**src/rtl/uart_rx.sv**
```systemverilog
// UART receiver: 8N1, LSB first, oversampled at OVERSAMPLE x BAUD off the system clock.
// Define UART_RX_PARITY_EN to insert an even-parity bit and the parity_err output.
module uart_rx #(
  parameter int unsigned CLK_FREQ   = 100_000_000,
  parameter int unsigned BAUD       = 9600,
  parameter int unsigned OVERSAMPLE = 16
) (
  input  logic       clk,
  input  logic       rst,
  input  logic       rx_in,
  output logic [7:0] data_out,
  output logic       data_valid,
  output logic       frame_err,
`ifdef UART_RX_PARITY_EN
  output logic       parity_err,
`endif
  output logic       busy
);

  localparam int unsigned CLKS_PER_TICK = CLK_FREQ / (BAUD * OVERSAMPLE);
  localparam int unsigned DIV_W  = (CLKS_PER_TICK > 1) ? $clog2(CLKS_PER_TICK) : 1;
  localparam int unsigned TICK_W = $clog2(OVERSAMPLE);
  localparam logic [DIV_W-1:0]  DIV_LAST  = DIV_W'(CLKS_PER_TICK - 1);
  localparam logic [TICK_W-1:0] MID_START = TICK_W'(OVERSAMPLE / 2 - 1);
  localparam logic [TICK_W-1:0] BIT_LAST  = TICK_W'(OVERSAMPLE - 1);

  typedef enum logic [2:0] {
    IDLE      = 3'd0,
    START     = 3'd1,
    DATA      = 3'd2,
    PARITY    = 3'd3,
    STOP      = 3'd4,
    WAIT_IDLE = 3'd5
  } state_t;

  state_t            state;
  logic              rx_meta;
  logic              rx_s;
  logic [DIV_W-1:0]  div_cnt;
  logic [TICK_W-1:0] tick_cnt;
  logic [2:0]        bit_cnt;
  logic [7:0]        shift_reg;
  logic              tick_c;
`ifdef UART_RX_PARITY_EN
  logic              par_bit;
`endif

  assign tick_c = (div_cnt == DIV_LAST);

  always_ff @(posedge clk) begin
    if (rst) begin
      state      <= IDLE;
      rx_meta    <= 1'b1;
      rx_s       <= 1'b1;
      div_cnt    <= '0;
      tick_cnt   <= '0;
      bit_cnt    <= '0;
      shift_reg  <= '0;
      data_out   <= '0;
      data_valid <= 1'b0;
      frame_err  <= 1'b0;
      busy       <= 1'b0;
`ifdef UART_RX_PARITY_EN
      par_bit    <= 1'b0;
      parity_err <= 1'b0;
`endif
    end else begin
      data_valid <= 1'b0;
      frame_err  <= 1'b0;
`ifdef UART_RX_PARITY_EN
      parity_err <= 1'b0;
`endif
      rx_meta    <= rx_in;
      rx_s       <= rx_meta;
      div_cnt    <= tick_c ? '0 : div_cnt + DIV_W'(1);

      case (state)
        IDLE: begin
          if (!rx_s) begin
            state    <= START;
            busy     <= 1'b1;
            div_cnt  <= '0;
            tick_cnt <= '0;
          end
        end

        // Mid start bit: a high line here was only a glitch
        START: begin
          if (tick_c) begin
            if (tick_cnt == MID_START) begin
              tick_cnt <= '0;
              bit_cnt  <= '0;
              if (rx_s) begin
                state <= IDLE;
                busy  <= 1'b0;
              end else begin
                state <= DATA;
              end
            end else begin
              tick_cnt <= tick_cnt + TICK_W'(1);
            end
          end
        end

        DATA: begin
          if (tick_c) begin
            if (tick_cnt == BIT_LAST) begin
              tick_cnt  <= '0;
              shift_reg <= {rx_s, shift_reg[7:1]};
              bit_cnt   <= bit_cnt + 3'd1;
              if (bit_cnt == 3'd7) begin
`ifdef UART_RX_PARITY_EN
                state <= PARITY;
`else
                state <= STOP;
`endif
              end
            end else begin
              tick_cnt <= tick_cnt + TICK_W'(1);
            end
          end
        end

`ifdef UART_RX_PARITY_EN
        PARITY: begin
          if (tick_c) begin
            if (tick_cnt == BIT_LAST) begin
              tick_cnt <= '0;
              par_bit  <= rx_s;
              state    <= STOP;
            end else begin
              tick_cnt <= tick_cnt + TICK_W'(1);
            end
          end
        end
`endif

        // Leaving at mid stop bit leaves half a bit to catch a back-to-back start
        STOP: begin
          if (tick_c) begin
            if (tick_cnt == BIT_LAST) begin
              tick_cnt <= '0;
              if (rx_s) begin
                data_out   <= shift_reg;
                data_valid <= 1'b1;
`ifdef UART_RX_PARITY_EN
                parity_err <= (^shift_reg) ^ par_bit;
`endif
                state      <= IDLE;
                busy       <= 1'b0;
              end else begin
                frame_err <= 1'b1;
                state     <= WAIT_IDLE;
              end
            end else begin
              tick_cnt <= tick_cnt + TICK_W'(1);
            end
          end
        end

        WAIT_IDLE: begin
          if (rx_s) begin
            state <= IDLE;
            busy  <= 1'b0;
          end
        end

        default: begin
          state    <= IDLE;
          busy     <= 1'b0;
          tick_cnt <= '0;
        end
      endcase
    end
  end

endmodule

```
**config.mk**
```make
export PLATFORM = sky130hd
export DESIGN_NAME = uart_rx
export DESIGN_NICKNAME = d
export VERILOG_FILES = /design/src/rtl/uart_rx.sv
export SDC_FILE = /design/constraint.sdc
export NUM_CORES = 1
export LEC_CHECK = 0
export CORE_MARGIN = 8
export CORE_UTILIZATION = 57
export DETAILED_ROUTE_END_ITERATION = 16
export PLACE_DENSITY = 0.74
export SETUP_SLACK_MARGIN = 0.1
export SLEW_MARGIN = 10
export SYNTH_ARGS = -nofsm -noshare
export SYNTH_HDL_FRONTEND = slang
export SYNTH_SLANG_ARGS = --single-unit
```
**constraint.sdc**
```tcl
create_clock -name clk -period 2.5 [get_ports clk]
set_input_delay 0.75 -clock clk [delete_from_list [all_inputs] [get_ports clk]]
set_output_delay 0.75 -clock clk [all_outputs]
set_load 0.02 [all_outputs]
```
==> summary.md <==
| Metric | Value |
|---|---|
| Period utilization | `82.7%` |
| Seq/Total Area, Yosys | `between 40% and 50%` |
| Core Util, Final | `67.0%` |
| Worst-path clk slew | `0.11 ns` |
| Antenna diodes | `0` |
| Clock period minus worst slack | `2.07 ns` |
| Fmax | `approximately 480 MHz` |
| LEAKAGE | `around 0.85 nW` |
| Synthesized flop and latch total | `between 40 and 50` |
| Max-cap violations | `0` |
| H-Tree Depth | `2` |
| Ys Warns | `0` |
| Gate power share | `under 10%` |
| DIE HEIGHT | `74.1 um` |
| Largest register FFs | `10` |
| # Post-CTS Setup Buffers | `0` |
| Post-CTS sizing | `0` |
| Post-synthesis adder-cell area fraction | `under 10%` |
| Slew @ Worst Pin | `around 0.60 ns` |
| M3 GR Usage | `under 10%` |
| Vias in the first global route | `1502` |
| Final Skew | `0.00297 ns` |
| GRT Util Overall | `between 15 and 20%` |
| Net Switching | `roughly 0.25 mW` |
| Largest net degree at the start of global routing | `22` |
| Slowest cell delay on critical path | `0.63 ns` |
| Clock power frac | `37.9%` |
| WL/cell | `13.7 um` |
| Antenna violations before repair | `0` |
| Xor and xnor area share after synthesis | `around 4.6%` |
| Min-delay worst type | `reg -> reg` |
| Post-synthesis mux area share | `6.84%` |
| Gate Count Post-Synth | `214` |
| M2 GR Usage | `approximately a quarter` |
| WP data arrival | `~1.3 ns` |
| P_int | `between 0.9 and 1 mW` |
| Total clock buffers created by CTS | `5` |
| Clock Root Buffer | `clkbuf_4` |
| RSZ-0062 raised after global routing | `no` |
| # DRC | `0` |
| Synthesized area | `about 1900 um2` |
| Syn_area_per_cell | `8.98 um2` |
| Core area | `approximately 3300 um2` |
| Num rows | `21` |
| Antenna-violating nets left | `0` |
| EDFF count, synth | `0` |
| Final slew viol count | `0` |
| Final Hold Vio Count | `0` |
| Mapped Nets | `~220` |
| Met1 Usage GRT | `approximately 18%` |
| Input/output buffers | `13` |
| Synth Flop Type | `dfxtp_1` |
| Critical Path Source Type | `flop` |
| Leading cell type in the layout, fill and taps excluded | `dfxtp_1` |
| Max_slew headroom | `about 59%` |
| Post-Synth Simple-Gate Area | `around 28%` |
| Reg power frac | `~57%` |
| Crit-path max FO | `2` |
| TritonCTS clock tree | `yes` |
| Worst path cell trace | `clkdlybuf4s50_1` |
| WP data required | `1.75 ns` |
| Critical Setup Path Class | `reg -> out` |
| Sw frac | `roughly 22%` |
| Peak supply drop | `between 0.0003 and 0.0004 V` |
| Share of layout cells above drive strength 1 | `approximately an eighth` |
| PD cells | `roughly 540 nW/um2` |
| Crit-path slowest cell | `clkdlybuf4s50_1` |
| GR peak layer | `met2` |
| Setup TNS | `0 ns` |
| Initial Util | `approximately three fifths` |
| Final wirelength | `between 3000 and 4000 um` |
| Stages on worst setup path | `1` |
| Synth Area in Compound Gates | `a little under an eighth` |
| Nets | `between 200 and 250` |
| Final setup violation count | `0` |
| Area grow syn2layout | `14.5%` |
| Most frequent cells in the layout | `41 x dfxtp_1, 25 x nor2_1, 21 x nand3_1` |
| Cell variety after synth | `45` |
| Longest Clk Path Bufs | `2` |
| Die Area | `approximately 5500 um2` |
| CP top delay family | `buffers and inverters` |
| Worst-Skew Late Latency | `~0.34 ns` |
| Combinational family with the most area after synthesis | `simple AND/OR/NAND/NOR gates` |
| I/O pin count | `14` |
| First-pass GRT wire length | `6800 um` |
| Gp weighted congestion | `slightly below 0.9` |
| Die X | `between 70 and 80 um` |
| Worst Path Buf+Inv | `1` |
| Status | `finished, final reports clean` |
| Routed via count | `roughly 1600` |
| Async set or reset register ratio after synthesis | `0%` |
| DRT Pass-1 Iters | `4` |
| Clock tree sinks | `between 40 and 50` |
| Vias per inst | `around 5.6` |
| Iteration-0 DRC Markers | `between 60 and 70` |
| Hold depth | `1` |
| R2R depth | `7` |
| Hold_buf cts | `0` |
| Critical path endpoint category | `output pin` |
| Grt ovf | `0` |
| DP Wirelength | `between 2000 and 3000 um` |
==> per-layer routing <==
metal	up-vias	wire length, um
li1	786	-
met1	739	1640
met2	32	1850
met3	8	228
met4	0	76
met5	-	0
==> Yosys cell counts (2+ instances only) <==
| cell | n | share of area (%) |
|---|---|---|
| mux2i_1 | 12 | 6.3 |
| nand2b_1 | 5 | 1.6 |
| inv_1 | 4 | 0.78 |
| or2_2 | 4 | 1.3 |
| clkbuf_1 | 8 | 1.6 |
| a21oi_1 | 11 | 2.9 |
| or3_1 | 2 | 0.65 |
| nor2_2 | 2 | 0.65 |
| nor2_1 | 25 | 4.9 |
| nor4_1 | 2 | 0.65 |
| and2_1 | 2 | 0.65 |
| a31oi_1 | 2 | 0.65 |
| and3_1 | 6 | 2.0 |
| nand3_1 | 21 | 5.5 |
| a21boi_0 | 2 | 0.78 |
| o21ai_0 | 3 | 0.78 |
| nor3_1 | 5 | 1.3 |
| dfxtp_1 | 41 | 43 |
| ha_1 | 5 | 3.3 |
| xor2_1 | 8 | 3.6 |
| buf_2 | 2 | 0.52 |
| xnor2_1 | 2 | 0.91 |
| nand2_1 | 18 | 3.5 |
==> area by class of cell <==
type | count | area (um2)
Tap cell | 46 | 57.6
Clock inverter | 2 | 37.5
Multi-Input combinational cell | 158 | 1030
Clock buffer | 6 | 51.3
Timing Repair Buffer | 20 | 183
Fill cell | 269 | 1080
Inverter | 4 | 15.0
Sequential cell | 41 | 821
==> power groups by stage <==
| stage | Clock (mW) | Combinational [mW] | Sequential (mW) |
|---|---|---|---|
| 2_1_floorplan | 0 | 0.0459 | 0.683 |
| 3_5_place_dp | 0 | 0.0617 | 0.685 |
| 4_1_cts | 0.458 | 0.0622 | 0.670 |
| 3_3_place_gp | 0 | 0.0600 | 0.684 |
| 5_1_grt | 0.493 | 0.0688 | 0.671 |
| 6_report | 0.447 | 0.0619 | 0.670 |
==> logic make-up after synthesis <==
logic type               Yosys count
flip-flops                        41
XOR/XNOR                          10
multiplexers                      13
AND/OR/NAND/NOR                  101
buffers and inverters             15
AO/OA/AOI/OAI                     29
adder cells (fa/ha/maj)            5
==> final timing paths <==
kind / from / to / slack [ns]
setup / recovery: data_out[2] / data_out[2] / 0.43
hold / removal: rx_meta / rx_s / 0.44
setup reg to reg: div_cnt[1] / shift_reg[3] / 0.46
hold reg to reg: rx_meta / rx_s / 0.44
==> stage by stage <==
stage | cell area [um2] | instances | hold WS, ns | power [mW] | setup slack (ns)
3_3_place_gp | 2110 | 269 | 0.403 | 0.744 | 0.433
2_1_floorplan | 1920 | 214 | 0.389 | 0.729 | 0.699
4_1_cts | 2200 | 277 | 0.444 | 1.19 | 0.410
3_5_place_dp | 2110 | 269 | 0.413 | 0.746 | 0.385
6_report | 2200 | 277 | 0.436 | 1.18 | 0.433
5_1_grt | 2200 | 277 | 0.451 | 1.23 | 0.256
Power figures use the tool's default switching activity.
==> edit, RTL diff (config.mk and constraints unchanged) <==
Register the input `rx_in` before use, cleared by the reset. The logic sees it one clock later.
--- a/src/rtl/uart_rx.sv
+++ b/src/rtl/uart_rx.sv
@@ -32,6 +32,16 @@
     STOP      = 3'd4,
     WAIT_IDLE = 3'd5
   } state_t;
+
+  logic rx_q;
+
+  always_ff @(posedge clk) begin
+    if (rst) begin
+      rx_q <= '0;
+    end else begin
+      rx_q <= rx_in;
+    end
+  end
 
   state_t            state;
   logic              rx_meta;
@@ -70,7 +80,7 @@
 `ifdef UART_RX_PARITY_EN
       parity_err <= 1'b0;
 `endif
-      rx_meta    <= rx_in;
+      rx_meta    <= rx_q;
       rx_s       <= rx_meta;
       div_cnt    <= tick_c ? '0 : div_cnt + DIV_W'(1);
 
Function: changed (Yosys sat finds a counterexample within 4 cycles, from zero or initial values and one cycle with rst high).
==> edit against the original RTL <==
Clock skew grew 0.0071 ns. Setup slack got worse by 0.060 ns. Register-to-register slack got worse by 0.09 ns. Synthesized area is 0.98% lower. Cell area shrank 2.8%. Wire length shrank 3.6%. Sequential cell count grew 1. Critical path type is now reg2reg.
Power is not compared: it rests on default switching activity, and its combinational part moved more than twofold at a synthesized area within 25%.
==> edit: results <==
group,metric,value,unit
status,status,"completed",
worst_hold_path,hold_end,"rx_s",
worst_hold_path,hold_path.class,"reg2reg",
layout,fin_nets,225,
detailed_routing,drt_pre_antenna_iters,4,
synth,ys_types,45,
synth,synth_common_cells,"dfxtp_1, nor2_1, mux2i_1",
synth,synthTopCellsByArea,"dfxtp_1, mux2i_1, nor2_1",
global_routing,grt_pass1_vias,1446,
timing,fin_tns_setup,0,ns
critical_path,rrSetupSlack,0.37,ns
place,io_buffer_count,13,
synth,async_flop_share,0,
critical_path,r2r_start,"state[0]",
global_routing,grt_pass1_wl,6272,um
place,dpl.hpwl,2666,um
timing,worstMarginPinSlew,0.5179,ns
detailed_routing,wl,3656,um
global_routing,grt_max_degree,28,
global_routing,antenna_found_initial,0,
clock_tree,clk_latency,0.36,ns
synth,yosys_warnings,0,
pwr,finalPower,1.334,mW
pwr,p_leak,0.8243,nW
critical_path,r2r_cells,5,
critical_path,r2r_end,"tick_cnt[3]",
clock_tree,clockBufferDepth,2,
detailed_routing,drt_iter0_drc,117,
critical_path,worstPathArrival,2.40,ns
synth,syn_area_per_cell,9.375,um2
clock_tree,cts_root_buf,"clkbuf_4",
layout,final_cell_count_no_fill,264,
clock_tree,cts_resized,0,
layout,layout-drive-gt1-share,0.09174,
detailed_routing,via_count,1502,
clock_tree,numCtsBuffers,5,
clock_tree,cts-htree-levels,2,
timing,skew,0.01002,ns
place,finalWeightedCongestion,0.8638,
clock_tree,cts_setup_buffers,0,
synth,syn_nets,211,
global_routing,grt_usage,0.1469,
clock_tree,clk_pin_slew_worst_paths,0.13,ns
critical_path,cp_max_fo,14,
worst_hold_path,worstHoldPathCells,1,
layout,largest_reg_flops,10,
layout,diodes,0,
layout,fillers,298,
synth,yosysSeqAreaShare,0.4418,
pwr,irDropWorstVdd,0.3169,mV
pwr,swShare,0.3173,
worst_hold_path,min_from,"rx_meta",
[edit: changes by cell type after synthesis, sizes merged, moves of 3 or more]
cell   delta
a21oi     -9
nand2     -9
mux2i     +6
nand3    -14
nor2     +11
o21ai     +3
[edit: worst max-delay path, stage by stage, from the launching register on]
cell and delay [ns]:
dfxtp_1 0.64, nand2b_1 0.18, a2111oi_0 0.41, o31a_1 0.36
o21ai_0 0.17, a32o_1 0.28
[edit: layout make-up]
type                            count  area (um2)  area share
Tap cell                           46       57.56     0.02692
Sequential cell                    42       840.8      0.3932
Clock buffer                        5       37.54     0.01755
Clock inverter                      3       28.78     0.01346
Timing Repair Buffer               16       152.6     0.07139
Multi-Input combinational cell    148        1006      0.4704
Inverter                            4       15.01    0.007022
[edit: how the worst max path moves through the flow]
stage | start | end | slack (ns) | cells after the start
floorplan | div_cnt[5] | shift_reg[0] | 0.64 | 6
global placement | rst | div_cnt[3] | 0.47 | 4
detailed placement | rst | div_cnt[7] | 0.39 | 4
CTS | state[0] | tick_cnt[3] | 0.39 | 5
global route | state[0] | tick_cnt[3] | 0.26 | 5
finish | state[0] | tick_cnt[3] | 0.37 | 5
[edit: cells by family after synthesis]
group | Yosys count | share of synthesized area
multiplexers | 18 | 0.09467
adder cells (fa/ha/maj) | 5 | 0.03287
XOR/XNOR | 10 | 0.04603
flip-flops | 42 | 0.4418
AND/OR/NAND/NOR | 90 | 0.2498
buffers and inverters | 13 | 0.02958
AO/OA/AOI/OAI | 25 | 0.1052
[edit: power groups by stage]
stage,Sequential (mW),Combinational (mW),Clock [mW]
4_1_cts,0.737,0.230,0.375
5_1_grt,0.743,0.255,0.406
3_5_place_dp,0.752,0.228,0
3_3_place_gp,0.750,0.221,0
6_report,0.738,0.231,0.365
2_1_floorplan,0.726,0.196,0
[edit: metal layers]
metal | share of wire | up-vias | global-route usage
met2 | 0.49 | 32 | 0.2461
li1 | - | 746 | -
met5 | 0 | - | 0
met4 | 0.017 | 0 | 0.07095
met3 | 0.053 | 8 | 0.04775
met1 | 0.44 | 716 | 0.1624
[edit: per-stage QoR]
step	setup slack, ns	cell area (um2)	hold WS [ns]
after detailed placement	0.3931	2072	0.3983
after CTS	0.3865	2138	0.4342
final	0.3723	2138	0.4305
after floorplan	0.6409	1903	0.3895
after global routing	0.2648	2138	0.4422
after global placement	0.4742	2072	0.3957
